`src/rtl/mem_ctrl_fsm.sv`:
```
// Byte-serial memory command sequencer feeding the 7-segment status display.
// Define MEMCTRL_TIMEOUT_EN to abort READ_WAIT/WRITE_WAIT after TIMEOUT_CYCLES idle cycles.
module mem_ctrl_fsm #(
  parameter int unsigned RESET_CYCLES   = 16,
  parameter int unsigned TIMEOUT_CYCLES = 1024,
  parameter logic [7:0]  OP_READ        = 8'h01,
  parameter logic [7:0]  OP_WRITE       = 8'h02
) (
  input  logic        clk,
  input  logic        rst,
  input  logic        rd_req,
  input  logic        wr_req,
  input  logic [15:0] addr,
  input  logic [15:0] wr_data,
  output logic        busy,
  output logic        err,
  output logic [12:0] state,
  output logic [15:0] rd_data,
  output logic [7:0]  tx_byte,
  output logic        tx_valid,
  input  logic        tx_ready,
  input  logic [7:0]  rx_byte,
  input  logic        rx_valid
);

  if (RESET_CYCLES < 1 || TIMEOUT_CYCLES < 1) begin : g_bad_cfg
    $error("mem_ctrl_fsm: RESET_CYCLES and TIMEOUT_CYCLES must be >= 1");
  end

  typedef enum logic [12:0] {
    S_RESET = 13'h0001,
    S_IDLE  = 13'h0002,
    S_RD0   = 13'h0004,
    S_RD1   = 13'h0008,
    S_RD2   = 13'h0010,
    S_RWAIT = 13'h0020,
    S_RDONE = 13'h0040,
    S_WR0   = 13'h0080,
    S_WR1   = 13'h0100,
    S_WR2   = 13'h0200,
    S_WR3   = 13'h0400,
    S_WR4   = 13'h0800,
    S_WWAIT = 13'h1000
  } state_t;

  localparam int unsigned RCW = (RESET_CYCLES > 1) ? $clog2(RESET_CYCLES) : 1;

  state_t         cur, nxt;
  logic [RCW-1:0] rcnt;
  logic [15:0]    addr_q, wdata_q;
  logic [7:0]     lo_q;
  logic           got_lo;
  logic           accept_rd, accept_wr;
  logic           in_wait;
  logic           tmo;

  assign state   = cur;
  assign in_wait = (cur == S_RWAIT) || (cur == S_WWAIT);

`ifdef MEMCTRL_TIMEOUT_EN
  localparam int unsigned TCW = (TIMEOUT_CYCLES > 1) ? $clog2(TIMEOUT_CYCLES) : 1;
  logic [TCW-1:0] tcnt;

  // Counter is held at zero outside the wait states, so entry always starts fresh.
  always_ff @(posedge clk) begin
    if (rst || !in_wait || rx_valid) tcnt <= '0;
    else                             tcnt <= tcnt + TCW'(1);
  end

  assign tmo = in_wait && !rx_valid && (tcnt == TCW'(TIMEOUT_CYCLES - 1));
`else
  assign tmo = 1'b0;
`endif

  always_comb begin
    nxt       = cur;
    busy      = 1'b1;
    tx_valid  = 1'b0;
    tx_byte   = '0;
    accept_rd = 1'b0;
    accept_wr = 1'b0;
    case (cur)
      S_RESET: if (rcnt == RCW'(RESET_CYCLES - 1)) nxt = S_IDLE;
      S_IDLE, S_RDONE: begin
        busy = 1'b0;
        if (rd_req) begin
          accept_rd = 1'b1;
          nxt       = S_RD0;
        end else if (wr_req) begin
          accept_wr = 1'b1;
          nxt       = S_WR0;
        end
      end
      S_RD0: begin
        tx_valid = 1'b1; tx_byte = OP_READ;
        if (tx_ready) nxt = S_RD1;
      end
      S_RD1: begin
        tx_valid = 1'b1; tx_byte = addr_q[7:0];
        if (tx_ready) nxt = S_RD2;
      end
      S_RD2: begin
        tx_valid = 1'b1; tx_byte = addr_q[15:8];
        if (tx_ready) nxt = S_RWAIT;
      end
      S_RWAIT: begin
        if (rx_valid && got_lo) nxt = S_RDONE;
        else if (tmo)           nxt = S_IDLE;
      end
      S_WR0: begin
        tx_valid = 1'b1; tx_byte = OP_WRITE;
        if (tx_ready) nxt = S_WR1;
      end
      S_WR1: begin
        tx_valid = 1'b1; tx_byte = addr_q[7:0];
        if (tx_ready) nxt = S_WR2;
      end
      S_WR2: begin
        tx_valid = 1'b1; tx_byte = addr_q[15:8];
        if (tx_ready) nxt = S_WR3;
      end
      S_WR3: begin
        tx_valid = 1'b1; tx_byte = wdata_q[7:0];
        if (tx_ready) nxt = S_WR4;
      end
      S_WR4: begin
        tx_valid = 1'b1; tx_byte = wdata_q[15:8];
        if (tx_ready) nxt = S_WWAIT;
      end
      S_WWAIT: begin
        if (rx_valid || tmo) nxt = S_IDLE;
      end
      default: nxt = S_RESET;
    endcase
  end

  always_ff @(posedge clk) begin
    if (rst) begin
      cur     <= S_RESET;
      rcnt    <= '0;
      addr_q  <= '0;
      wdata_q <= '0;
      lo_q    <= '0;
      got_lo  <= 1'b0;
      rd_data <= '0;
      err     <= 1'b0;
    end else begin
      cur  <= nxt;
      rcnt <= (cur == S_RESET) ? rcnt + RCW'(1) : '0;
      if (accept_rd || accept_wr) begin
        addr_q  <= addr;
        wdata_q <= wr_data;
        err     <= 1'b0;
        got_lo  <= 1'b0;
      end
      // Low byte is parked so rd_data only ever changes as a complete word.
      if (cur == S_RWAIT && rx_valid) begin
        if (!got_lo) begin
          lo_q   <= rx_byte;
          got_lo <= 1'b1;
        end else begin
          rd_data <= {rx_byte, lo_q};
          got_lo  <= 1'b0;
        end
      end
      if (cur == S_WWAIT && rx_valid) err <= (rx_byte != 8'h00);
      if (tmo) begin
        err    <= 1'b1;
        got_lo <= 1'b0;
      end
    end
  end

endmodule
```
`config.mk`:
```
export PLATFORM = sky130hd
export DESIGN_NAME = mem_ctrl_fsm
export DESIGN_NICKNAME = d
export VERILOG_FILES = /design/src/rtl/mem_ctrl_fsm.sv
export SDC_FILE = /design/constraint.sdc
export NUM_CORES = 1
export LEC_CHECK = 0
export CORE_MARGIN = 4
export CORE_UTILIZATION = 44
export CTS_BUF_LIST = sky130_fd_sc_hd__clkbuf_16
export DETAILED_ROUTE_END_ITERATION = 6
export GPL_TIMING_DRIVEN = 0
export PLACE_DENSITY_LB_ADDON = 0.05
export SYNTH_ARGS = -nofsm -noshare
export SYNTH_HDL_FRONTEND = slang
export SYNTH_SLANG_ARGS = --single-unit
```
`constraint.sdc`:
```
create_clock -name clk -period 2.1 [get_ports clk]
set_input_delay 0.315 -clock clk [delete_from_list [all_inputs] [get_ports clk]]
set_output_delay 0.315 -clock clk [all_outputs]
set_load 0.02 [all_outputs]
```
Word-level counts from Yosys, hierarchy flattened
Cells that the tools add are included.

Equality and inequality tests: 26. Bitwise operators: 2. Reductions and logical operators: 15. Add/sub/neg operators: 1. Multiplexer cells: 26.

Operators by type and width (number): 2-to-1 mux 13 bit (13); one-hot mux 13 bit (12 select lines) (1); one-hot mux 8 bit (6 select lines) (1); inequality test 2 bit, second input constant (10); equality test 13 x 1 -> 1 bit, second input constant (1); equality test 13 x 10 -> 1 bit, second input constant (1); equality test 13 x 11 -> 1 bit, second input constant (1); equality test 13 x 12 -> 1 bit, second input constant (1); equality test 13 bit, second input constant (1); equality test 13 x 2 -> 1 bit, second input constant (1); equality test 13 x 3 -> 1 bit, second input constant (1); equality test 13 x 4 -> 1 bit, second input constant (1); equality test 13 x 5 -> 1 bit, second input constant (1); equality test 13 x 6 -> 1 bit, second input constant (1); equality test 13 x 7 -> 1 bit, second input constant (1); equality test 13 x 8 -> 1 bit, second input constant (1); equality test 13 x 9 -> 1 bit, second input constant (1); AND reduction 12 bit (1); 2-to-1 mux 1 bit (11); nonzero test 8 bit (1); OR reduction 2 bit (4); OR reduction 8 bit (1); adder 4 x 1 -> 4 bit, second input constant (1); equality test 4 bit, second input constant (1); 7 further kinds (12).

Logic and storage cells: 78. Input bits: 46. Output and inout bits: 40. Bits in registers: 75.

Logic depth before layout (Yosys ltp)
Gate-level depths: netlist (run 1).

Depth after elaboration: 6. Depth in mapped cells: 8. Gate-level depth less buffers: 7.

Least setup slack after synthesis (run 1)
OpenSTA, ideal clock, no wires.

Path kind: register to output. Start point: register cur[4], in the netlist state[4]. End point: output port tx_byte[2]. Data arrival time: 2.153 ns. Stages on the path, launching flop included: 7. Required time: 1.785 ns. Buffers on the path: 1. Slack: -0.368 ns. Path through: dfxtp_1 or4_1 buf_4 or3_1 nor2_1 a22o_1 a221o_1.

Cells in the longest elaborated chain, start to end: 3. Elaborated cells between the ends (all ways): 11. Those cells by class: eq/ne: 8; mux: 1; reduce/logical: 2.

RTL lines: start, declared (RTL line 48) `state_t cur, nxt;`; start signal, assigned (RTL line 148) `cur <= nxt;`; equality test 13 x 10 -> 1 bit (tied with other cells) (RTL line 82) `case (cur)`; OR reduction 2 bit (no source line); one-hot mux 8 bit (6 select lines) * (RTL line 82); end, declared (RTL line 19) `output logic [7:0] tx_byte,`.

Every way passes the cells marked *; elsewhere a longest branch is shown, timed or not.

Final worst setup path (run 1)
Start point: register cur[5], in the netlist state[5]. End point: output port tx_byte[6].

Same word-level chain as after synthesis.

==> metrics.md, run 1 <==
| Metric | Value |
|---|---|
| Outcome | `finished with violations` |
| Failing checks | `negative setup slack` |
| Clock Skews | `0.00877 ns` |
| Pwr dens | `689 nW/um^2` |
| Post-route DRC | `0` |
| Final setup fails | `47` |
| Post-layout util | `0.809` |
| I/O Buffers | `84` |
| Starting DRT DRC Count | `244` |
| Tightest Hold Check Type | `reg2reg` |
| PnR worst setup slack | `-0.676 ns` |
| Worst-Margin Slew | `0.856 ns` |
| Final wirelength | `13,000 um` |
| Cell taking the most area after synthesis | `dfxtp_1` |
| Period Utilization, post-route | `1.32` |
| CP Class | `reg2out` |
| Internal power | `approximately 2.9 mW` |
| Post-DR wirelength/cell | `19.7 um` |
| Combinational Power Share | `0.209` |
| CTS sink count | `75` |
| Vias per cell | `5.72` |
| Number of synthesized flops with an enable pin | `0` |
| Seq/Total Area, Yosys | `0.455` |
| Net Sw Frac | `0.279` |
| Number of antenna violations at the first check in global routing | `0` |
| Top cell type's share of synthesized area | `0.455` |
| Root buf cell | `clkbuf_16` |
| Synthesized flop and latch total | `75` |
| Seq pwr share | `0.375` |
| Die width | `94.6 um` |
| Ys flop type | `dfxtp_1` |
| DR vias | `3,783` |
| Overall Global Routing Usage | `0.259` |
| Clk_lat worst skew | `0.34 ns` |
| Number of global-route vias before repair | `around 3,600` |
| Clock power share | `0.416` |
| Synth Area per Inst | `8.26 sq um` |
| First-pass GRT wire length | `17,800 um` |
| ANT nets after route | `0` |
| Slew margin rel. | `0.429` |
| Cts bufs inserted | `9` |
| Peak per-stage delay on the critical path | `0.75 ns` |
| H-tree depth | `3` |
| Crit. End Element | `output pin` |
| Fin. Hold Viols | `0` |
| Die area | `8960 sq um` |
| Total power | `4.07 mW` |
| Top post-synthesis cells by area | `dfxtp_1 45%, nand2_1 12%, a21oi_1 8.3%, or4b_2 2.7%, nor2_1 2.7%` |
| Post-synthesis cell type count | `49` |
| Grt ovf | `0` |
| Critical Path RT | `1.78 ns` |
| CP delay by family, top | `simple AND/OR/NAND/NOR gates` |
| Largest fanout on the critical path | `8` |
| RSZ-0062 raised after global routing | `true` |
| Pin count of the biggest net entering global routing | `15` |
| Synth Net Count | `447` |
| Synth Warn # | `0` |
| Initial Util | `0.453` |
| Async SR Flop Fraction | `0` |
| First-pass detailed-route iteration total | `5` |
| Nets | `604` |
| Reg clk slew, reported paths | `0.06 ns` |
| Slew Limit Fails | `0` |
| I/O Pins | `86` |
| Post-layout minimum cycle time | `roughly 2.8 ns` |
| CORE AREA | `7290 sq um` |
| TritonCTS clock tree | `built` |
| Crit-path cells | `or4b_2 > nor3_4 > o21a_1 > buf_6 > buf_4 > a221o_1 > buf_6` |
| Final TNS setup | `-17.60 ns` |
| P&R area growth vs syn | `78.7%` |
| Worst Setup Start Kind | `flip-flop` |
| Slowest CP cell | `or4b_2` |
| Synthesized cell area | `3300 sq um` |
| Final HPWL DP | `6680 um` |
| F_max | `0.360 GHz` |
| Routability cong. | `between 0.8 and 0.9` |
| Max Cap Viol | `0` |
| Diode count | `0` |
| Psw | `1.13 mW` |
| Hold Buf Count CTS | `0` |
| CP bufs+invs | `3` |
| P_leak | `2.27 nW` |
| Clock Tree Buf Depth | `2` |
| Worst VDD drop | `between 0.0004 and 0.0005 V` |
| Mapped Cells | `400` |
| Die height | `94.6 um` |
| Num rows | `31` |
| Share of cells above drive strength 1 | `0.407` |
| Critical path arrival | `2.46 ns` |
| Cell repeated most along the worst path | `buf_6` |
==> power by group through the flow <==
stage,sequential (mW),combinational [mW],clock (mW)
floorplan,1.56,0.318,0
global placement,1.55,0.524,0
detailed placement,1.55,0.527,0
CTS,1.51,0.721,1.70
global route,1.53,0.894,1.77
finish,1.52,0.852,1.69
==> metrics by stage <==
stage	instances	area [sq um]	setup WS (ns)	hold WS (ns)
finish	661	5900	-0.676	0.453
global route	661	5900	-0.706	0.460
CTS	647	5450	-0.538	0.449
detailed placement	583	4330	-0.795	0.445
global placement	583	4330	-0.804	0.432
floorplan	400	3360	-0.134	0.418
==> final timing paths <==
path	startpoint	endpoint	slack, ns	cells after the start
worst max register to register	state[5]	state[4]	-0.42	11
worst min-delay path	addr_q[6]	addr_q[6]	0.45	2
worst max-delay path	state[5]	tx_byte[6]	-0.68	7
worst min register to register	addr_q[6]	addr_q[6]	0.45	2
==> layer usage <==
metal  up-vias  track usage  share of wire
li1       1727            -              -
met1      1779        0.322           0.40
met2       215        0.432           0.48
met3        62       0.0526          0.079
met4         0        0.114          0.039
met5         -            0              0
==> layout by cell type, fill, tap and decap left out, types with 3 or more instances in the layout <==
| master | count |
|---|---|
| clkdlybuf4s50_1 | 74 |
| nand2_1 | 73 |
| dfxtp_1 | 62 |
| buf_6 | 37 |
| a21oi_1 | 37 |
| buf_4 | 35 |
| a21oi_2 | 24 |
| nor2_1 | 21 |
| nand2_4 | 20 |
| dfxtp_4 | 13 |
| nand2_2 | 12 |
| clkbuf_16 | 10 |
| nand3_1 | 9 |
| clkbuf_1 | 8 |
| mux2i_1 | 8 |
| or4_4 | 6 |
| nor4_4 | 5 |
| or4b_4 | 5 |
| a22o_1 | 5 |
| a221o_1 | 5 |
| buf_8 | 5 |
| o21ai_2 | 5 |
| nor3_2 | 4 |
| or4b_2 | 4 |
| inv_1 | 4 |
| o21ai_1 | 4 |
| or4_1 | 4 |
| buf_12 | 4 |
| nor2_4 | 3 |
| buf_2 | 3 |
==> timing repair <==
item                       CTS  global route
buffers inserted            48            19
gates cloned                 7             0
setup endpoints to repair   79            79
pin swaps                   38            58
resized for setup          150            99
==> worst min-delay path, cell delays in order, from the launching register on <==
cell and delay (ns):
dfxtp_1 0.31, nand2_1 0.05, a21oi_1 0.05
==> flip-flops by register name (all words and copies together) (netlist names) <==
signal,flops
wdata_q,16
err,1
addr_q,16
rd_data,16
lo_q,8
state,13
rcnt,4
got_lo,1
==> logic make-up after synthesis <==
family | synth area share
and+or+nand+nor | 0.270
AOI/OAI and AO/OA | 0.194
DFF | 0.455
buffers and inverters | 0.0455
muxes | 0.0242
xor gates and xnor gates | 0.00796
adders and majority gates | 0.00379
==> synth_stat cells, types with 2 or more instances <==
cell	count
nand2_1	105
dfxtp_1	75
a21oi_1	55
nor2_1	24
clkbuf_1	16
nand3_1	10
or4_1	9
or4b_2	9
mux2i_1	8
o21ai_1	8
nor4_1	7
a21oi_2	6
buf_2	6
nor3_1	6
a221o_1	5
a22o_1	5
inv_1	5
o21a_1	3
a221oi_1	2
a22oi_1	2
nor4_4	2
o21ai_2	2
o41ai_1	2
or2_2	2
xnor2_1	2
==> final cells by class <==
cell class	count	area, sq um
Inverter	5	18.8
Timing Repair Buffer	149	1510
Fill cell	445	1390
Clock inverter	7	100
Multi-Input combinational cell	295	2190
Buffer	22	178
Tap cell	99	124
Sequential cell	75	1550
Clock buffer	9	225
Note: power is estimated with default switching activity, not from simulation.
==> run 2: changes to the inputs <==
PLACE_DENSITY = 0.85   (was not set)
PLACE_DENSITY_LB_ADDON = not set   (was 0.05)
==> run 2 against run 1 <==
Net effect:
- largest power group unchanged
- final cell count rose by 2.3%
- the run still ends with negative setup slack left
- sequential power barely moved
- count of clock-buffer cells in the layout rose by 1
- flip-flop and latch count did not move
- via count rose by 15%
- global-route usage rose by 4.6 points
- total power rose by 5.6%
==> metrics.md, run 2 (synthesized netlist as in run 1, its figures left out) <==
| Metric | Value |
|---|---|
| ANT nets after route | `0` |
| Seq pwr share | `0.357` |
| Slew Limit Fails | `0` |
| F_max | `0.368 GHz` |
| Worst VDD drop | `0.000825 V` |
| Post-layout minimum cycle time | `between 2 and 3 ns` |
| Failing checks | `negative setup slack` |
| Net Sw Frac | `0.313` |
| Cts bufs inserted | `9` |
| Pre-CTS setup slack | `-0.804 ns` |
| Diode count | `0` |
| PnR worst setup slack | `-0.621 ns` |
| Starting DRT DRC Count | `387` |
| Final setup fails | `81` |
| Post-DR wirelength/cell | `25.5 um` |
| First-pass GRT wire length | `20,700 um` |
| I/O Buffers | `84` |
| Dpl cells | `583` |
| Finished Layout Cells | `676` |
| RSZ-0062 raised after global routing | `true` |
| Worst-Margin Slew | `0.955 ns` |
| Initial Util | `0.453` |
| DR vias | `4,338` |
| Final Cell Area | `6460 sq um` |
| Slowest CP cell | `or4_4` |
| CORE AREA | `7290 sq um` |
| I/O Pins | `86` |
| Reg2reg setup slack | `-0.45 ns` |
| CP Class | `reg2out` |
| Crit. End Element | `output pin` |
| Reg clk slew, reported paths | `about 0.070 ns` |
| Capture point of the worst reg-to-reg path | `state[7]` |
| CP bufs+invs | `1` |
| Post-route DRC | `0` |
| Final hold slack | `0.481 ns` |
| P_leak | `approximately 2.3 nW` |
| R2r startpoint | `state[7]` |
| CTS sink count | `between 70 and 80` |
| Nets | `619` |
| Critical Path RT | `1.78 ns` |
| Clk_lat worst skew | `0.37 ns` |
| Max Cap Viol | `0` |
| Top Registers | `addr_q (16), rd_data (16), wdata_q (16)` |
| Grt ovf | `0` |
| Vias per cell | `6.42` |
| Worst Hold End | `addr_q[2]` |
| Die width | `94.6 um` |
| Area of placed instances | `4330 sq um` |
| Total power | `about 4.3 mW` |
| Clock Tree Buf Depth | `2` |
| Routability cong. | `0.868` |
| Crit-path cells | `or4_4 > or3_4 > nor2_4 > a22o_1 > a221o_1 > buf_6` |
| Number of global-route vias before repair | `3,994` |
| Largest fanout on the critical path | `5` |
| Psw | `1.35 mW` |
| Clock Skews | `0.00887 ns` |
| TritonCTS clock tree | `built` |
| Reg2Reg Depth | `10` |
| FF+latch area | `1550 sq um` |
| P&R area growth vs syn | `95.6%` |
| Pin count of the biggest net entering global routing | `15` |
| Combinational Power Share | `0.240` |
| Outcome | `finished with violations` |
| Most common cell after layout, fill and taps aside | `clkdlybuf4s50_1` |
| Number of antenna violations at the first check in global routing | `0` |
| Hold Path Origin | `addr_q[2]` |
| Internal power | `2.95 mW` |
| First-pass detailed-route iteration total | `6` |
| Die height | `94.6 um` |
| CP delay by family, top | `simple AND/OR/NAND/NOR gates` |
| Filler cells | `303` |
| Slew margin rel. | `0.363` |
| Num rows | `31` |
| Multi-input combinational cell area | `~2600 sq um` |
| Die area | `between 8000 and 9000 sq um` |
| Final wirelength | `17,200 um` |
| Peak per-stage delay on the critical path | `0.57 ns` |
| Tightest Hold Check Type | `reg2reg` |
| Critical path arrival | `2.41 ns` |
| Share of cells above drive strength 1 | `0.532` |
| Final HPWL DP | `6860 um` |
| Pwr dens | `665 nW/um^2` |
| Fin. Hold Viols | `0` |
| H-tree depth | `3` |
| Commonest cells after routing, fill and taps aside | `74 x clkdlybuf4s50_1, 62 x dfxtp_1, 58 x a21oi_2, 52 x nand2_1, 45 x buf_6` |
| WHS Path Cells | `2` |
| Period Utilization, post-route | `1.30` |
| Root buf cell | `clkbuf_16` |
| Worst Setup Start Kind | `flip-flop` |
| Clock power share | `0.403` |
| Overall Global Routing Usage | `0.304` |
run 2: cell count changes in the layout (fill, tap and decap cells not counted), moves of 5 or more:
cell       delta
clkbuf_16     +5
buf_6         +8
a21oi_2      +34
or4_4         +5
buf_4         +6
a21oi_1      -34
nand2_1      -21
nand2_4      +23
run 2: final cells by class:
cell class | count | share of cell area
Timing Repair Buffer | 163 | 0.257
Sequential cell | 75 | 0.240
Buffer | 22 | 0.0325
Tap cell | 99 | 0.0192
Clock buffer | 10 | 0.0387
Inverter | 5 | 0.00291
Clock inverter | 6 | 0.0110
Multi-Input combinational cell | 296 | 0.399
run 2: power by group through the flow:
stage | clock network, mW | registers [mW] | logic (mW)
floorplan | 0 | 1.56 | 0.318
global placement | 0 | 1.55 | 0.522
detailed placement | 0 | 1.56 | 0.532
CTS | 1.64 | 1.51 | 0.786
global route | 1.79 | 1.54 | 1.06
finish | 1.73 | 1.54 | 1.03
run 2: worst reg2reg max path: cells and delay by family, from the launching register on:
kind / cells / cell delay (ns)
buf+inv: 4 / 0.55
flops: 1 / 0.35
compound gates: 3 / 0.86
simple gates: 3 / 0.70
run 2: routing by layer:
layer  GRT usage  vias to the layer above  share of wire
met5           0                        -              0
met4       0.197                        0          0.077
met3      0.0661                      127          0.095
met2       0.507                      402           0.46
met1       0.351                     2031           0.36
li1            -                     1778              -
run 2: worst max path at each step:
| stage | slack [ns] | endpoint | cells past startpoint | startpoint |
|---|---|---|---|---|
| 4_1_cts | -0.50 | tx_byte[2] | 6 | state[7] |
| 3_3_place_gp | -0.79 | tx_byte[2] | 7 | state[4] |
| 6_report | -0.62 | tx_byte[2] | 6 | state[5] |
| 2_1_floorplan | -0.13 | tx_byte[2] | 6 | state[4] |
| 5_1_grt | -0.66 | tx_byte[2] | 6 | state[5] |
| 3_5_place_dp | -0.80 | tx_byte[2] | 7 | state[4] |
run 2: what timing repair did:
action	in CTS	in global routing
gates cloned	8	5
pin swaps	41	89
setup endpoints to repair	74	80
hold buffers	0	0
buffers inserted	49	21
gates resized for setup	172	187
run 2: stage by stage:
step	TNS [ns]	util
after floorplan	-1.35	-
after global placement	-23.92	0.594
after detailed placement	-24.57	0.594
after CTS	-10.58	0.761
after global routing	-32.58	0.886
final	-26.57	0.886
